$ cat src/rtl/slow_tick_counter.sv
// Two-digit BCD counter advanced by rising edges of a slow divided clock.
// A small IDLE/RUN/HOLD FSM gates counting; clear, load and increment are applied in that priority.
module slow_tick_counter #(
  parameter logic [7:0] MAX_BCD = 8'h59
) (
  input  logic       clk_in,
  input  logic       rst,
  input  logic       clk_div,
  input  logic       run,
  input  logic       clear,
  input  logic       load,
  input  logic [7:0] load_val,
  output logic [7:0] count_bcd,
  output logic       tick,
  output logic       wrap,
  output logic       load_err,
  output logic       running
);

  typedef enum logic [1:0] {IDLE, RUN, HOLD} state_t;

  state_t     state;
  state_t     state_next;
  logic       clk_div_q;
  logic       div_edge;
  logic       load_ok;
  logic [7:0] count_inc;
  logic [7:0] count_next;
  logic       wrap_next;
  logic       load_err_next;

  assign div_edge = clk_div & ~clk_div_q;
  assign load_ok  = (load_val[3:0] <= 4'd9) && (load_val[7:4] <= 4'd9) && (load_val <= MAX_BCD);

  // clk_div_q resets high so a divider already high at reset release is not seen as an edge
  always_ff @(posedge clk_in or posedge rst) begin
    if (rst) begin
      state     <= IDLE;
      clk_div_q <= 1'b1;
      count_bcd <= 8'h00;
      tick      <= 1'b0;
      wrap      <= 1'b0;
      load_err  <= 1'b0;
      running   <= 1'b0;
    end else begin
      state     <= state_next;
      clk_div_q <= clk_div;
      count_bcd <= count_next;
      tick      <= div_edge;
      wrap      <= wrap_next;
      load_err  <= load_err_next;
      running   <= (state_next == RUN);
    end
  end

  always_comb begin
    state_next = state;
    if (clear) begin
      state_next = IDLE;
    end else begin
      case (state)
        IDLE:    if (run)  state_next = RUN;
        RUN:     if (!run) state_next = HOLD;
        HOLD:    if (run)  state_next = RUN;
        default: state_next = IDLE;
      endcase
    end
  end

  always_comb begin
    count_inc = count_bcd;
    if (count_bcd == MAX_BCD) begin
      count_inc = 8'h00;
    end else if (count_bcd[3:0] == 4'd9) begin
      count_inc = {count_bcd[7:4] + 4'd1, 4'd0};
    end else begin
      count_inc = {count_bcd[7:4], count_bcd[3:0] + 4'd1};
    end
  end

  // A rejected load still blocks the increment for that cycle
  always_comb begin
    count_next    = count_bcd;
    wrap_next     = 1'b0;
    load_err_next = 1'b0;
    if (clear) begin
      count_next = 8'h00;
    end else if (load) begin
      if (load_ok) begin
        count_next = load_val;
      end else begin
        load_err_next = 1'b1;
      end
    end else if ((state == RUN) && div_edge) begin
      count_next = count_inc;
      wrap_next  = (count_bcd == MAX_BCD);
    end
  end

endmodule

$ cat config.mk
export PLATFORM = sky130hd
export DESIGN_NAME = slow_tick_counter
export DESIGN_NICKNAME = d
export VERILOG_FILES = /design/src/rtl/slow_tick_counter.sv
export SDC_FILE = /design/constraint.sdc
export NUM_CORES = 1
export LEC_CHECK = 0
export ABC_AREA = 1
export BUFFER_PORTS_ARGS = -buffer_cell sky130_fd_sc_hd__buf_4
export CORE_MARGIN = 2
export CORE_UTILIZATION = 45
export CTS_CLUSTER_DIAMETER = 200
export CTS_CLUSTER_SIZE = 12
export DETAILED_ROUTE_END_ITERATION = 8
export PLACE_DENSITY = 0.77
export SLEW_MARGIN = 20
export SYNTH_ARGS = -nofsm -noshare
export SYNTH_HDL_FRONTEND = slang
export SYNTH_SLANG_ARGS = --single-unit
$ cat constraint.sdc
create_clock -name clk_in -period 1.8 [get_ports clk_in]
set_input_delay 0.36 -clock clk_in [delete_from_list [all_inputs] [get_ports clk_in]]
set_output_delay 0.36 -clock clk_in [all_outputs]
set_load 0.02 [all_outputs]
# After elaboration in Yosys (flattened, before gate mapping)
# Index checks and enable logic that the tools add are counted.
dict set report classes {
  bitwise_logic 2
  n_mux 16
  n_reduce_logical 9
  n_addsub 2
  order_cmp 3
  eq_ne 6
}
# cell n
set op_table {}
lappend op_table {{8-bit 2-to-1 mux} 6}
lappend op_table {{4-bit by 1-bit adder with 4-bit output (second input constant)} 2}
lappend op_table {{8-bit by 7-bit equality test with 1-bit output (second input constant)} 1}
lappend op_table {{4-bit <= comparator (second input constant)} 2}
lappend op_table {{8-bit by 7-bit <= comparator with 1-bit output (second input constant)} 1}
lappend op_table {{1-bit 2-to-1 mux} 6}
lappend op_table {{2-bit 2-to-1 mux} 3}
lappend op_table {{2-bit by 1-bit equality test with 1-bit output (second input constant)} 2}
lappend op_table {{4-bit equality test (second input constant)} 1}
lappend op_table {{2-bit one-hot mux with 2 select lines} 1}
lappend op_table {{4-bit nonzero test} 1}
lappend op_table {{1-bit logical AND} 3}
lappend op_table {{3-bit by 2-bit inequality test with 1-bit output (second input constant)} 1}
lappend op_table {{3-bit AND reduction} 1}
lappend op_table {{3-bit nonzero test} 1}
lappend op_table {{2-bit equality test (second input constant)} 1}
lappend op_table {{2-bit zero test} 1}
lappend op_table {{2-bit AND reduction} 1}
lappend op_table {{2-bit OR reduction} 1}
lappend op_table {{1-bit bitwise AND} 1}
lappend op_table {{1-bit inverter} 1}
dict set report word_totals {
  elab_cells 46
  reg_bits 15
  output_inout_bits 12
  inputBits 14
}

# Longest topological paths before layout
# Gate-level depths: netlist of run 1.
dict set report logic_depth {
  ltp_word 6
  depth_mapped 10
  mapped_depth_nobuf 10
}

# Worst setup path before layout of run 1
# No wires, ideal clock.
dict set report synth_path {
  kind {register to register}
  from {reg count_bcd[1]}
  to {reg count_bcd[4]}
  stages_incl_launch_ff 8
  required_time_ps 1683
  n_path_buf 0
  arrival_time_ps 1286
  path_slack_ps 397
  period_less_slack_ps 1403
  cell_sequence {dfrtp_1 inv_1 ha_1 nand2_1 o21ai_1 nand4_1 nand2_1 nand2_1}
}
dict set report synth_between {
  elab_chain_len 5
  word_cells_on_any_way 8
}
# element line_no
set synth_rtl {}
lappend synth_rtl {{start: declaration} 13} ;# output logic [7:0] count_bcd,
lappend synth_rtl {{start signal: assignment} 48} ;# count_bcd <= count_next;
lappend synth_rtl {{8-bit by 7-bit equality test with 1-bit output} 72} ;# if (count_bcd == MAX_BCD) begin
lappend synth_rtl {{8-bit 2-to-1 mux} 72}
lappend synth_rtl {{8-bit 2-to-1 mux} 94} ;# end else if ((state == RUN) && div_edge) begin
lappend synth_rtl {{8-bit 2-to-1 mux} 88} ;# end else if (load) begin
lappend synth_rtl {{8-bit 2-to-1 mux} 86} ;# if (clear) begin
# Parallel ways exist; a longest one is shown, timed or not. The select of a mux whose other input is x is not followed.
# A chain may end at the register's enable or synchronous reset.

# Worst setup path after layout of run 1
dict set report layout_path {
  from {reg count_bcd[1]}
  to {reg count_bcd[5]}
}
# The elaborated chain is that of the path after synthesis.

==> flow_metrics.py, run 1 <==
metrics = {
    "placement": {
        "place_inst": 163,
        "gp_congestion": 0.838,
        "dp_hpwl_um": 1460,
        "place.port_buffers": 25,
        "placed_cell_area_um2": 1080,
    },
    "hold_path": {
        "hold_path_class": "in -> async",
    },
    "synthesis": {
        "yosys.area_share.simple_pct": 34.1,
        "synth_top_family_by_area": "simple AND/OR/NAND/NOR gates",
        "synth.area.mux_share_pct": 0,
        "yosysWarnings": 0,
        "yosysSeqAreaShare_pct": 43.7,
        "synth_cells": 113,
        "synth_area_um2": 862,
        "synth.net_count": 131,
        "synth_xor_area_share_pct": 2.03,
        "avgSynthCellArea_um2": 7.63,
        "synth-compound-area-share_pct": 7.40,
        "synth_cell_types": 22,
        "synth_adder_area_share_pct": 5.81,
        "ys_ff_latch": 15,
    },
    "floorplanning": {
        "start_util_pct": 48.9,
        "die_area_um2": 2280,
        "coreArea_um2": 1760,
        "die_h_um": 47.8,
        "io_pins": 26,
        "fp-row-count": 15,
        "die_w_um": 47.8,
    },
    "clock_network": {
        "clk_latency_ps": 270,
        "root_buffer": "clkbuf_4",
        "cts_buffer_depth": 2,
        "cts-resized-gates": 0,
        "cts_tree": "built",
        "cts-hold-fix-buffers": 0,
        "clk_pin_slew_ps": 90,
        "postCtsSetupBuffers": 0,
        "cts_made_buffers": 3,
        "clkSinkCount": 15,
        "cts_htree_levels": 1,
    },
    "sta": {
        "slew_violations": 0,
        "finClkSkew_ps": 1.15,
        "setup_tns_ps": 0,
        "slew_headroom_pct": 62.1,
        "rsz0062_at_grt": "no",
        "tightest_slew_ps": 568,
        "min_period_ps": 1480,
        "fmax_mhz": 678,
        "finalHoldViolCount": 0,
        "final.period_utilization_pct": 82.0,
        "setup_viol": 0,
    },
    "finish": {
        "final_common_cell": "nand2_1",
        "regArea_um2": 377,
        "layout_common_cells": "nand2_1 (43), buf_4 (25), dfrtp_1 (14)",
        "diodes": 0,
        "fillerInstances": 190,
        "multiInputGateArea_um2": 425,
        "final_cell_area_um2": 1110,
        "area_growth_pct": 28.4,
        "nets": 161,
        "finalNonFillerCells": 167,
        "layout-drive-gt1-share_pct": 27.5,
    },
    "route": {
        "detail-route-antenna-nets": 0,
        "first_pass_iters": 2,
        "vias": 792,
        "drc": 0,
        "wl_per_cell_um": 11.2,
        "viasPerCell": 4.74,
        "drt_iter0_drc": 6,
        "finalWirelength_um": 1870,
    },
    "grt": {
        "grt_overflow": 0,
        "antenna_found_initial": 0,
        "grt_first_pass_wirelength_um": 2960,
        "grt.total_usage_pct": 18.8,
        "grt_pass1_vias": 706,
        "grt_max_degree": 16,
    },
    "outcome": {
        "status": "complete, no violations",
    },
    "power_and_ir_drop": {
        "power.leakage_uw": 0.000614,
        "pwr_density_cell_nw_per_um2": 714,
        "vdd_drop_max_mv": 0.391,
    },
    "worst_setup_path": {
        "arrival_ps": 1650,
        "start_kind": "flop",
        "critPathTopFamily": "simple AND/OR/NAND/NOR gates",
        "path_cells": "inv_1 > ha_1 > nand2_1 > o21ai_1 > nand4_1 > nand2_1 > nand2_1",
        "crit_slowest_cell": "dfrtp_1",
        "critPathKind": "reg -> reg",
        "critPathCaptureType": "flop",
        "crit_buf_inv": 1,
        "slowest_delay_ps": 420,
        "cp_data_required_time_ps": 1970,
        "cpMostUsedCell": "nand2_1",
        "worstPathMaxFanout": 4,
    },
    "job": {
        "drv_cap": 0,
    },
}
==> cells in the mapped netlist (all sizes together) <==
cell	instances	area [um^2]
xnor2	1	8.76
a21oi	1	5.00
o21ai	8	43.8
nand4	2	12.5
xor2	1	8.76
nor3	2	10.0
inv	16	60.1
ha	4	50.1
nand3	6	47.6
o21bai	1	7.51
dfrtp	14	350
a211oi	1	7.51
nor2	12	62.6
dfstp	1	26.3
nand2	43	161
==> per-layer routing <==
metal | global-route usage [%] | wire [um]
met4 | 6.49 | 25
met2 | 32.5 | 938
met5 | 0 | 0
met3 | 3.40 | 83
met1 | 23.5 | 817
==> stage by stage <==
step	setup WS (ps)	hold slack [ps]	total power, uW	util (%)
detailed placement	345	461	606	61.3
CTS	331	149	799	62.8
floorplan	397	261	517	-
global route	213	171	841	62.8
global placement	421	444	601	61.3
finish	324	133	791	62.8
==> registers in the layout (all words and copies together) (netlist names) <==
signal,flops
running,1
wrap,1
state,2
count_bcd,8
tick,1
load_err,1
clk_div_q,1
==> final timing paths <==
check                             start      endpoint  slack, ps  cells after the start
setup / recovery           count_bcd[1]  count_bcd[5]        320                      7
hold / removal                      rst          tick        130                      2
setup reg to reg           count_bcd[1]  count_bcd[5]        320                      7
hold reg to reg               clk_div_q          tick        540                      1
max in group asynchronous           rst      state[0]       1300                      2
min in group clk_in             clk_div     clk_div_q        190                      1
==> cells by family after synthesis <==
| group | Yosys count |
|---|---|
| AND/OR/NAND/NOR | 65 |
| XOR/XNOR | 2 |
| AO/OA/AOI/OAI | 11 |
| adder cells (fa/ha/maj) | 4 |
| flip-flops | 15 |
| buffers and inverters | 16 |
==> power by group <==
group | switching (uW) | leakage, uW | internal (uW)
clock network | 107 | 0.0000150 | 85.7
logic | 117 | 0.000403 | 85.0
registers | 32.5 | 0.000196 | 364
total | 256 | 0.000614 | 535
==> final cells by class <==
cell class                 count  area share (%)
multi-input combinational     82            38.4
tap                           25            2.82
sequential                    15            34.0
timing repair buffer          25            16.9
clock buffer                   4            2.37
inverter                      16            5.42
(Power assumes the default switching activity.)
==> run 2: changes to the inputs <==
--- a/config.mk
+++ b/config.mk
@@ -5,14 +5,14 @@
 export SDC_FILE = /design/constraint.sdc
 export NUM_CORES = 1
 export LEC_CHECK = 0
-export ABC_AREA = 1
+export ABC_AREA = 0
 export BUFFER_PORTS_ARGS = -buffer_cell sky130_fd_sc_hd__buf_4
 export CORE_MARGIN = 2
 export CORE_UTILIZATION = 45
 export CTS_CLUSTER_DIAMETER = 200
 export CTS_CLUSTER_SIZE = 12
 export DETAILED_ROUTE_END_ITERATION = 8
-export PLACE_DENSITY = 0.77
+export PLACE_DENSITY = 0.79
 export SLEW_MARGIN = 20
 export SYNTH_ARGS = -nofsm -noshare
 export SYNTH_HDL_FRONTEND = slang
==> constraint.sdc (replaced) <==
create_clock -name clk_in -period 1.2 [get_ports clk_in]
set_input_delay 0.24 -clock clk_in [delete_from_list [all_inputs] [get_ports clk_in]]
set_output_delay 0.24 -clock clk_in [all_outputs]
set_load 0.02 [all_outputs]
==> flow_metrics.py, run 2 <==
metrics = {
    "outcome": {
        "status": "complete, but fails checks",
        "violations": "negative setup slack",
    },
    "route": {
        "finalWirelength_um": 3000,
        "drt_iter0_drc": 15,
        "wl_per_cell_um": 16.9,
        "vias": 968,
        "drc": 0,
        "first_pass_iters": 4,
        "detail-route-antenna-nets": 0,
        "viasPerCell": 5.47,
    },
    "finish": {
        "layout_common_cells": "buf_4 (42), buf_6 (16), dfrtp_1 (12)",
        "final_common_cell": "buf_4",
        "nets": 169,
        "final_cell_area_um2": 1630,
        "largest_reg_flops": 8,
        "layout-drive-gt1-share_pct": 58.7,
        "top_regs": "count_bcd x8, state x2",
        "area_growth_pct": 72.0,
        "largest_register": "count_bcd",
        "diodes": 0,
    },
    "placement": {
        "place_ws_ps": -450,
        "placed_cell_area_um2": 1400,
        "gp_congestion": 0.864,
        "dp_hpwl_um": 1990,
        "place.port_buffers": 25,
    },
    "power_and_ir_drop": {
        "power.leakage_uw": 0.000777,
        "vdd_drop_max_mv": 0.647,
        "p_sw_uw": 460,
        "power_frac_clock_pct": 21.8,
        "p_int_uw": 960,
        "pwr-share-comb_pct": 37.8,
        "p_seq_share_pct": 40.4,
        "pwr_density_cell_nw_per_um2": 872,
        "p_sw_share_pct": 32.4,
    },
    "grt": {
        "grt_first_pass_wirelength_um": 4860,
        "grt.total_usage_pct": 27.1,
        "grt_max_degree": 16,
        "use_met2_pct": 50.9,
        "grt_pass1_vias": 1040,
        "grtUsageMet3_pct": 4.85,
        "grt_use_met1_pct": 28.5,
        "grt_overflow": 0,
        "antenna_found_initial": 0,
        "grt_busiest_layer": "met2",
    },
    "sta": {
        "fmax_mhz": 602,
        "fin_ws_ps": -462,
        "setup_tns_ps": -3470,
        "finClkSkew_ps": 8.03,
        "holdWs_ps": 71.0,
        "rsz0062_at_grt": "yes",
        "final.period_utilization_pct": 138,
        "setup_viol": 15,
        "finalHoldViolCount": 0,
        "min_period_ps": 1660,
        "slew_violations": 0,
        "slew_headroom_pct": 76.2,
        "tightest_slew_ps": 355,
    },
    "synthesis": {
        "yosysSeqAreaShare_pct": 39.8,
        "synth.top_cell.area_share_pct": 37.0,
        "yosysMostFrequentCell": "dfrtp_1",
        "synth_cell_types": 40,
        "yosysWarnings": 0,
        "synth_ff_type": "dfrtp_1",
        "synthTopCellsByArea": "dfrtp_1 (37%), ha_1 (5.3%), nand2_1 (3.6%), mux2_2 (3.6%), nand4bb_4 (2.9%)",
        "synth_area_um2": 947,
        "synthTopCellsByCount": "dfrtp_1 (14), nand2_1 (9), inv_1 (5)",
        "async_flop_share_pct": 100,
        "ys_ff_latch": 15,
        "yosys.area.top_type": "dfrtp_1",
        "synth_edf_count": 0,
        "avgSynthCellArea_um2": 10.8,
        "synth.net_count": 106,
        "synth_cells": 88,
    },
    "worst_setup_path": {
        "critPathKind": "reg -> reg",
        "crit_buf_inv": 0,
        "start_kind": "flop",
        "slowest_delay_ps": 450,
        "cp_data_required_time_ps": 1390,
        "worstPathMaxFanout": 6,
        "crit_slowest_cell": "dfrtp_2",
        "path_cells": "ha_4 > and3b_2 > a221oi_4 > mux2_4",
        "critPathCaptureType": "flop",
        "arrival_ps": 1860,
        "critPathTopFamily": "flip-flops",
    },
    "floorplanning": {
        "coreArea_um2": 1980,
        "die_w_um": 49.9,
        "io_pins": 26,
        "start_util_pct": 47.8,
        "die_area_um2": 2490,
        "fp-row-count": 16,
        "die_h_um": 49.9,
    },
    "clock_network": {
        "cts_htree_levels": 1,
        "clkSinkCount": 15,
        "cts_tree": "built",
        "root_buffer": "clkbuf_4",
        "cts_made_buffers": 3,
        "cts_buffer_depth": 2,
        "clk_latency_ps": 300,
        "clk_pin_slew_ps": 100,
    },
    "job": {
        "drv_cap": 0,
    },
    "hold_path": {
        "hold_path_class": "in -> reg",
    },
}
==> run 2: final timing paths <==
path / slack (ps) / depth (start not counted) / to / from
hold / removal: 70 / 1 / clk_div_q / clk_div
max in group asynchronous: 450 / 4 / clk_div_q / rst
min in group asynchronous: 500 / 4 / count_bcd[7] / rst
setup reg to reg: -460 / 4 / count_bcd[4] / count_bcd[0]
hold reg to reg: 520 / 1 / tick / clk_div_q
setup / recovery: -460 / 4 / count_bcd[4] / count_bcd[0]
==> run 2: cell families (layout without fill, tap and decap cells) <==
group,after synthesis,in the layout,synth area share (%)
simple gates,35,35,23.8
compound gates,20,20,19.7
flops,15,15,39.8
buf+inv,8,70,4.76
mux,5,5,5.81
fa+ha+maj,4,4,5.28
xor+xnor,1,1,0.925
==> run 2: metal layers <==
metal,vias up,wire [um]
met4,0,65
met2,31,1740
met5,-,0
met1,479,1070
met3,8,122
li1,450,-
==> run 2: power by group through the flow <==
stage               registers, uW  clock network [uW]  logic [uW]
finish                        573                 310         537
global route                  577                 332         576
CTS                           572                 299         485
detailed placement            579                   0         423
global placement              576                   0         403
floorplan                     626                   0         160
==> run 2: area by class of cell <==
type                    count  area (um^2)
multi-input cells          65          624
repair buffers             61          546
flip-flops and latches     15          379
fillers                   116          353
well taps                  27         33.8
clock buffers               3         22.5
inverters                   5         18.8
clock inverters             1         5.00
==> run 2: repair_timing <==
| action | CTS | global route |
|---|---|---|
| endpoints found under the hold margin | 14 | 0 |
| pin swaps | 6 | 3 |
| gates resized for setup | 22 | 8 |
| hold buffers | 1 | 0 |
| buffers inserted | 6 | 3 |
| endpoints found under the setup margin | 16 | 16 |
==> run 2: per-stage QoR <==
stage	util, %	instances	power [uW]
2_1_floorplan	-	88	787
3_3_place_gp	70.4	164	979
3_5_place_dp	70.4	164	1000
4_1_cts	79.3	175	1360
5_1_grt	82.2	177	1480
6_report	82.2	177	1420
